===== src/rtl/axi_burst_master.sv =====
// Single-outstanding AXI4 burst master: one command in, one INCR burst out, done pulse on completion.
// Optional response/ID/last checking is enabled with `define AXI_BURST_MASTER_RESP_CHECK_EN.
module axi_burst_master #(
  parameter int G_DATAWIDTH = 32,
  parameter int G_ID_WIDTH  = 1,
  parameter int G_ID_VALUE  = 0
) (
  input  logic                     m_aclk,
  input  logic                     m_areset,
  input  logic                     cmd_valid,
  output logic                     cmd_ready,
  input  logic                     cmd_write,
  input  logic [31:0]              cmd_addr,
  input  logic [7:0]               cmd_len,
  input  logic [G_DATAWIDTH-1:0]   wr_data,
  input  logic                     wr_valid,
  output logic                     wr_ready,
  output logic [G_DATAWIDTH-1:0]   rd_data,
  output logic                     rd_valid,
  input  logic                     rd_ready,
  output logic                     rd_last,
  output logic                     done,
  output logic                     err,
  output logic [G_ID_WIDTH-1:0]    m_axi_awid,
  output logic [31:0]              m_axi_awaddr,
  output logic [7:0]               m_axi_awlen,
  output logic [2:0]               m_axi_awsize,
  output logic [1:0]               m_axi_awburst,
  output logic                     m_axi_awvalid,
  input  logic                     m_axi_awready,
  output logic [G_DATAWIDTH-1:0]   m_axi_wdata,
  output logic [G_DATAWIDTH/8-1:0] m_axi_wstrb,
  output logic                     m_axi_wlast,
  output logic                     m_axi_wvalid,
  input  logic                     m_axi_wready,
  input  logic [G_ID_WIDTH-1:0]    m_axi_bid,
  input  logic [1:0]               m_axi_bresp,
  input  logic                     m_axi_bvalid,
  output logic                     m_axi_bready,
  output logic [G_ID_WIDTH-1:0]    m_axi_arid,
  output logic [31:0]              m_axi_araddr,
  output logic [7:0]               m_axi_arlen,
  output logic [2:0]               m_axi_arsize,
  output logic [1:0]               m_axi_arburst,
  output logic                     m_axi_arvalid,
  input  logic                     m_axi_arready,
  input  logic [G_ID_WIDTH-1:0]    m_axi_rid,
  input  logic [G_DATAWIDTH-1:0]   m_axi_rdata,
  input  logic [1:0]               m_axi_rresp,
  input  logic                     m_axi_rlast,
  input  logic                     m_axi_rvalid,
  output logic                     m_axi_rready
);

  localparam logic [2:0]            SIZE_C = 3'($clog2(G_DATAWIDTH/8));
  localparam logic [G_ID_WIDTH-1:0] ID_C   = G_ID_WIDTH'(G_ID_VALUE);

  typedef enum logic [2:0] {S_IDLE, S_WADDR, S_WDATA, S_WRESP, S_RADDR, S_RDATA} state_t;

  state_t      state_q, state_d;
  logic [31:0] addr_q;
  logic [7:0]  len_q;
  logic [7:0]  cnt_q;
  logic        awvalid_q, arvalid_q, done_q;
  logic        cmd_hs, aw_hs, ar_hs, w_hs, b_hs, r_hs;

  assign m_axi_awid    = ID_C;
  assign m_axi_arid    = ID_C;
  assign m_axi_awaddr  = addr_q;
  assign m_axi_araddr  = addr_q;
  assign m_axi_awlen   = len_q;
  assign m_axi_arlen   = len_q;
  assign m_axi_awsize  = SIZE_C;
  assign m_axi_arsize  = SIZE_C;
  assign m_axi_awburst = 2'b01;
  assign m_axi_arburst = 2'b01;
  assign m_axi_awvalid = awvalid_q;
  assign m_axi_arvalid = arvalid_q;
  assign m_axi_wdata   = wr_data;
  assign m_axi_wstrb   = '1;
  assign m_axi_wlast   = (state_q == S_WDATA) && (cnt_q == len_q);
  assign rd_data       = m_axi_rdata;
  assign rd_last       = m_axi_rlast;
  assign done          = done_q;

  assign cmd_hs = cmd_valid && cmd_ready;
  assign aw_hs  = awvalid_q && m_axi_awready;
  assign ar_hs  = arvalid_q && m_axi_arready;
  assign w_hs   = m_axi_wvalid && m_axi_wready;
  assign b_hs   = m_axi_bvalid && m_axi_bready;
  assign r_hs   = m_axi_rvalid && m_axi_rready;

  always_ff @(posedge m_aclk) begin
    if (m_areset) begin
      state_q <= S_IDLE;
    end else begin
      state_q <= state_d;
    end
  end

  // Handshake pass-throughs are gated by state so a freshly reset master drives nothing.
  always_comb begin
    state_d      = state_q;
    cmd_ready    = 1'b0;
    wr_ready     = 1'b0;
    m_axi_wvalid = 1'b0;
    m_axi_bready = 1'b0;
    m_axi_rready = 1'b0;
    rd_valid     = 1'b0;
    case (state_q)
      S_IDLE: begin
        cmd_ready = 1'b1;
        if (cmd_valid) state_d = cmd_write ? S_WADDR : S_RADDR;
      end
      S_WADDR: if (awvalid_q && m_axi_awready) state_d = S_WDATA;
      S_WDATA: begin
        m_axi_wvalid = wr_valid;
        wr_ready     = m_axi_wready;
        if (wr_valid && m_axi_wready && (cnt_q == len_q)) state_d = S_WRESP;
      end
      S_WRESP: begin
        m_axi_bready = 1'b1;
        if (m_axi_bvalid) state_d = S_IDLE;
      end
      S_RADDR: if (arvalid_q && m_axi_arready) state_d = S_RDATA;
      S_RDATA: begin
        rd_valid     = m_axi_rvalid;
        m_axi_rready = rd_ready;
        if (m_axi_rvalid && rd_ready && m_axi_rlast) state_d = S_IDLE;
      end
      default: state_d = S_IDLE;
    endcase
  end

  // Beat counter is shared by both directions; it may wrap after beat 256 but the state has left by then.
  always_ff @(posedge m_aclk) begin
    if (m_areset) begin
      addr_q    <= '0;
      len_q     <= '0;
      cnt_q     <= '0;
      awvalid_q <= 1'b0;
      arvalid_q <= 1'b0;
      done_q    <= 1'b0;
    end else begin
      done_q <= 1'b0;
      if (cmd_hs) begin
        addr_q    <= cmd_addr;
        len_q     <= cmd_len;
        cnt_q     <= '0;
        awvalid_q <= cmd_write;
        arvalid_q <= ~cmd_write;
      end
      if (aw_hs) awvalid_q <= 1'b0;
      if (ar_hs) arvalid_q <= 1'b0;
      if (w_hs || r_hs) cnt_q <= cnt_q + 8'd1;
      if (b_hs || (r_hs && m_axi_rlast)) done_q <= 1'b1;
    end
  end

`ifdef AXI_BURST_MASTER_RESP_CHECK_EN
  logic err_q;

  always_ff @(posedge m_aclk) begin
    if (m_areset) begin
      err_q <= 1'b0;
    end else if ((b_hs && ((m_axi_bresp != 2'b00) || (m_axi_bid != ID_C))) ||
                 (r_hs && ((m_axi_rresp != 2'b00) || (m_axi_rid != ID_C) ||
                           (m_axi_rlast != (cnt_q == len_q))))) begin
      err_q <= 1'b1;
    end
  end

  assign err = err_q;
`else
  logic unused_resp;

  assign unused_resp = ^{m_axi_bid, m_axi_bresp, m_axi_rid, m_axi_rresp};
  assign err         = 1'b0;
`endif

endmodule


===== config.mk =====
export PLATFORM = sky130hd
export DESIGN_NAME = axi_burst_master
export DESIGN_NICKNAME = d
export VERILOG_FILES = /design/src/rtl/axi_burst_master.sv
export SDC_FILE = /design/constraint.sdc
export NUM_CORES = 1
export LEC_CHECK = 0
export CORE_AREA = 2 2 115 117
export DETAILED_ROUTE_END_ITERATION = 12
export DIE_AREA = 0 0 117 119
export PLACE_DENSITY = 0.72
export REMOVE_ABC_BUFFERS = 1
export SYNTH_ARGS = -nofsm -noshare
export SYNTH_HDL_FRONTEND = slang
export SYNTH_SLANG_ARGS = --single-unit

===== constraint.sdc =====
create_clock -name m_aclk -period 2 [get_ports m_aclk]
set_clock_uncertainty 0.15 [all_clocks]
set_input_delay 0.2 -clock m_aclk [delete_from_list [all_inputs] [get_ports m_aclk]]
set_output_delay 0.2 -clock m_aclk [all_outputs]
set_load 0.02 [all_outputs]

==> impl_metrics.env <==
export IMPL_cp_end_kind="output port"
export IMPL_postSynthRegisterBits=54
export IMPL_placement_row_count=42
export IMPL_data_arrival_time_of_the_worst_path_ps=1520
export IMPL_cp_depth=5
export IMPL_routed_via_count=2759
export IMPL_floorplan_die_area_um2=13920
export IMPL_timing_critical_path_max_delay_family="simple AND/OR/NAND/NOR gates"
export IMPL_worst_setup_hold_path_clk_slew_ps=70
export IMPL_wl_per_cell_um=20.98
export IMPL_drc=0
export IMPL_yosys_area_top_type="dfxtp_1"
export IMPL_post_drt_via_cell_ratio=4.324
export IMPL_slowest_delay_ps=320
export IMPL_layout_drive_gt1_share_pct=11.47
export IMPL_hpwlAfterDp_um=11580
export IMPL_cts_num_sinks=54
export IMPL_drt_first_pass_iters=6
export IMPL_maxCapViolCount=0
export IMPL_slew_violations=0
export IMPL_synthDistinctLibCells=46
export IMPL_io_buffers=142
export IMPL_fin_nets=584
export IMPL_syn_avg_cell_area_um2=7.953
export IMPL_vdd_drop_max_uv=451.3
export IMPL_synthCells=407
export IMPL_grt_max_degree=28
export IMPL_netlist_area_leader_share_pct=33.40
export IMPL_hold_path_startpoint="m_areset"
export IMPL_criticalPathCategory="register to output port"
export IMPL_h_tree_depth=2
export IMPL_hold_worst_slack_ps=176.6
export IMPL_synth_top_cells_by_count="123 x buf_4, 90 x nand2_1, 54 x dfxtp_1"
export IMPL_timing_reg2reg_worst_path_depth=6
export IMPL_chipHeight_um=119
export IMPL_powerDensity_nw_per_um2=1225
export IMPL_post_synth_instance_area_um2=3237
export IMPL_proportion_of_synthesized_chip_area_in_sequential_cells_pct=33.40
export IMPL_hold_path_end="m_axi_arlen[5]"
export IMPL_yosysWarningCount=0
export IMPL_setup_viol=0
export IMPL_number_of_hold_buffers_added_after_cts=0
export IMPL_routabilityCongestion=0.8470
export IMPL_grt_setup_unrepaired="false"
export IMPL_path_cells="xor2_1 -> nor4_2 -> buf_4 -> and3_2 -> buf_2"
export IMPL_dominantRegCellSynth="dfxtp_1"
export IMPL_crit_required_ps=1650
export IMPL_r2r_slack_ps=260
export IMPL_grt_pass1_vias=2641
export IMPL_wl_final_um=13390
export IMPL_core_um2=12870
export IMPL_timing_hold_worst_path_depth=2
export IMPL_timing_fmax_ghz=0.5356
export IMPL_crit_reg2reg_capture="cnt_q[7]"
export IMPL_synthArstFlopShare_pct=0
export IMPL_area_growth_pct=33.47
export IMPL_fin_util_pct=33.56
export IMPL_hold_path_class="input pin to register"
export IMPL_synth_top_cells_by_area="dfxtp_1 33%, buf_4 29%, nand2_1 10%"
export IMPL_critical_path_n_buffers_inverters=2
export IMPL_final_antenna_violating_net_count=0
export IMPL_cp_max_fo=2
export IMPL_grt_total_usage_pct=18.36
export IMPL_critPathLaunchType="register"
export IMPL_min_period_over_period_pct=93.35
export IMPL_cts_root_buffer="clkbuf_16"
export IMPL_result_of_the_run="finished, final reports clean"
export IMPL_first_pass_grt_wire_length_um=18200
export IMPL_tritoncts_num_buffers=5
export IMPL_cpMaxStageDelayCell="dfxtp_1"
export IMPL_pin_count=294
export IMPL_launch_instance_of_the_worst_register_to_register_path="state_q[1]"
export IMPL_num_antenna_cells=0
export IMPL_finalHoldViolations=0
export IMPL_grt_ovfl_total=0
export IMPL_count_of_flip_flops_with_a_built_in_enable_after_synthesis=0
export IMPL_max_clock_path_buffers=2
export IMPL_initial_utilization_pct=25.14
export IMPL_clock_tree_from_tritoncts="yes"
export IMPL_worst_skew_pair_late_latency_ps=280
export IMPL_chipWidth_um=117
export IMPL_initialDrtViolationCount=133
export IMPL_total_leakage_power_nw=1.683
export IMPL_grt_antenna_before_repair=0
export IMPL_period_needed_ps=1867
export IMPL_final_setup_tns_ps=0
export IMPL_synthMostInstantiatedCell="buf_4"
==> flip-flops by register name (all words and copies together) (netlist names) <==
name           cells
m_axi_arlen        8
done               1
m_axi_awvalid      1
m_axi_araddr      32
m_axi_arvalid      1
state_q            3
cnt_q              8
==> through the flow <==
stage / cells / worst slack, ps / cell area [um2] / total power, mW
floorplan: 283 / -264.6 / 2277 / 2.849
global placement: 629 / -177.4 / 4149 / 4.304
detailed placement: 629 / -211.2 / 4149 / 4.338
CTS: 638 / 32.41 / 4327 / 5.355
global route: 638 / 47.78 / 4320 / 5.604
finish: 638 / 133.0 / 4320 / 5.293
==> worst register-to-register path, cell delays in order, from the launching register on <==
cell,delay [ps]
dfxtp_1,400
nor3b_2,220
buf_4,150
a32oi_2,70
buf_12,160
o311ai_0,350
o41ai_1,120
==> layout by cell type (no fill, tap or decap), types with 3 or more instances in the layout <==
cell type	netlist	layout
clkdlybuf4s50_1	0	134
dlygate4sd2_1	0	6
buf_4	123	27
nor2_1	3	3
nor3_1	4	4
or3_1	5	5
nand2_1	90	90
xor2_1	8	8
a31oi_1	4	4
conb_1	2	17
nand3_1	7	7
and2_2	4	4
a21oi_1	47	47
clkbuf_16	0	5
dfxtp_1	54	53
==> power by group <==
| group | switching, mW | leakage [nW] | internal, mW | total (mW) |
|---|---|---|---|---|
| Clock | 0.377 | 0.0781 | 0.593 | 0.969 |
| Sequential | 0.212 | 0.442 | 1.32 | 1.53 |
| Combinational | 1.47 | 1.16 | 1.32 | 2.79 |
==> area by class of cell <==
class                           instances  area (um2)
Clock buffer                            7       132.6
Clock inverter                          1       30.03
Fill cell                            1353        8554
Inverter                                1       3.754
Multi-Input combinational cell        228        1205
Sequential cell                        54        1082
Tap cell                              176       220.2
Timing Repair Buffer                  171        1647
==> metal layers <==
layer,part of all wire [%],routed length [um],GRT usage [%],up-vias
met4,0.38,51,2.500,2
met3,28,3726,23.41,6
met2,46,6220,29.77,214
met5,0.69,92,4.706,-
li1,-,-,-,1305
met1,25,3298,13.21,1232
==> logic make-up (layout without fill, tap and decap cells) <==
| logic type | count (synthesis) | count (layout) | share of synthesized area, % |
|---|---|---|---|
| flops | 54 | 54 | 33.40 |
| buf+inv | 140 | 180 | 31.50 |
| fa+ha+maj | 1 | 1 | 0.3865 |
| compound gates | 68 | 68 | 12.72 |
| mux | 1 | 1 | 0.3093 |
| other cells | 2 | 17 | 0.2320 |
| simple gates | 133 | 133 | 19.29 |
| xor+xnor | 8 | 8 | 2.165 |
==> worst max path at each step <==
| stage | startpoint | endpoint | slack, ps |
|---|---|---|---|
| CTS | cnt_q[6] | m_axi_wlast | 30 |
| finish | cnt_q[6] | m_axi_wlast | 130 |
| global placement | m_axi_arlen[0] | m_axi_wlast | -180 |
| floorplan | state_q[2] | m_axi_awvalid | -260 |
| global route | cnt_q[6] | m_axi_wlast | 50 |
| detailed placement | m_axi_arlen[0] | m_axi_wlast | -210 |
==> what timing repair did <==
item,CTS,global route
setup buffers,1,0
pin swaps,1,0
resized for setup,12,1
setup endpoints to repair,7,1
Note: power is estimated with default switching activity, not from simulation.
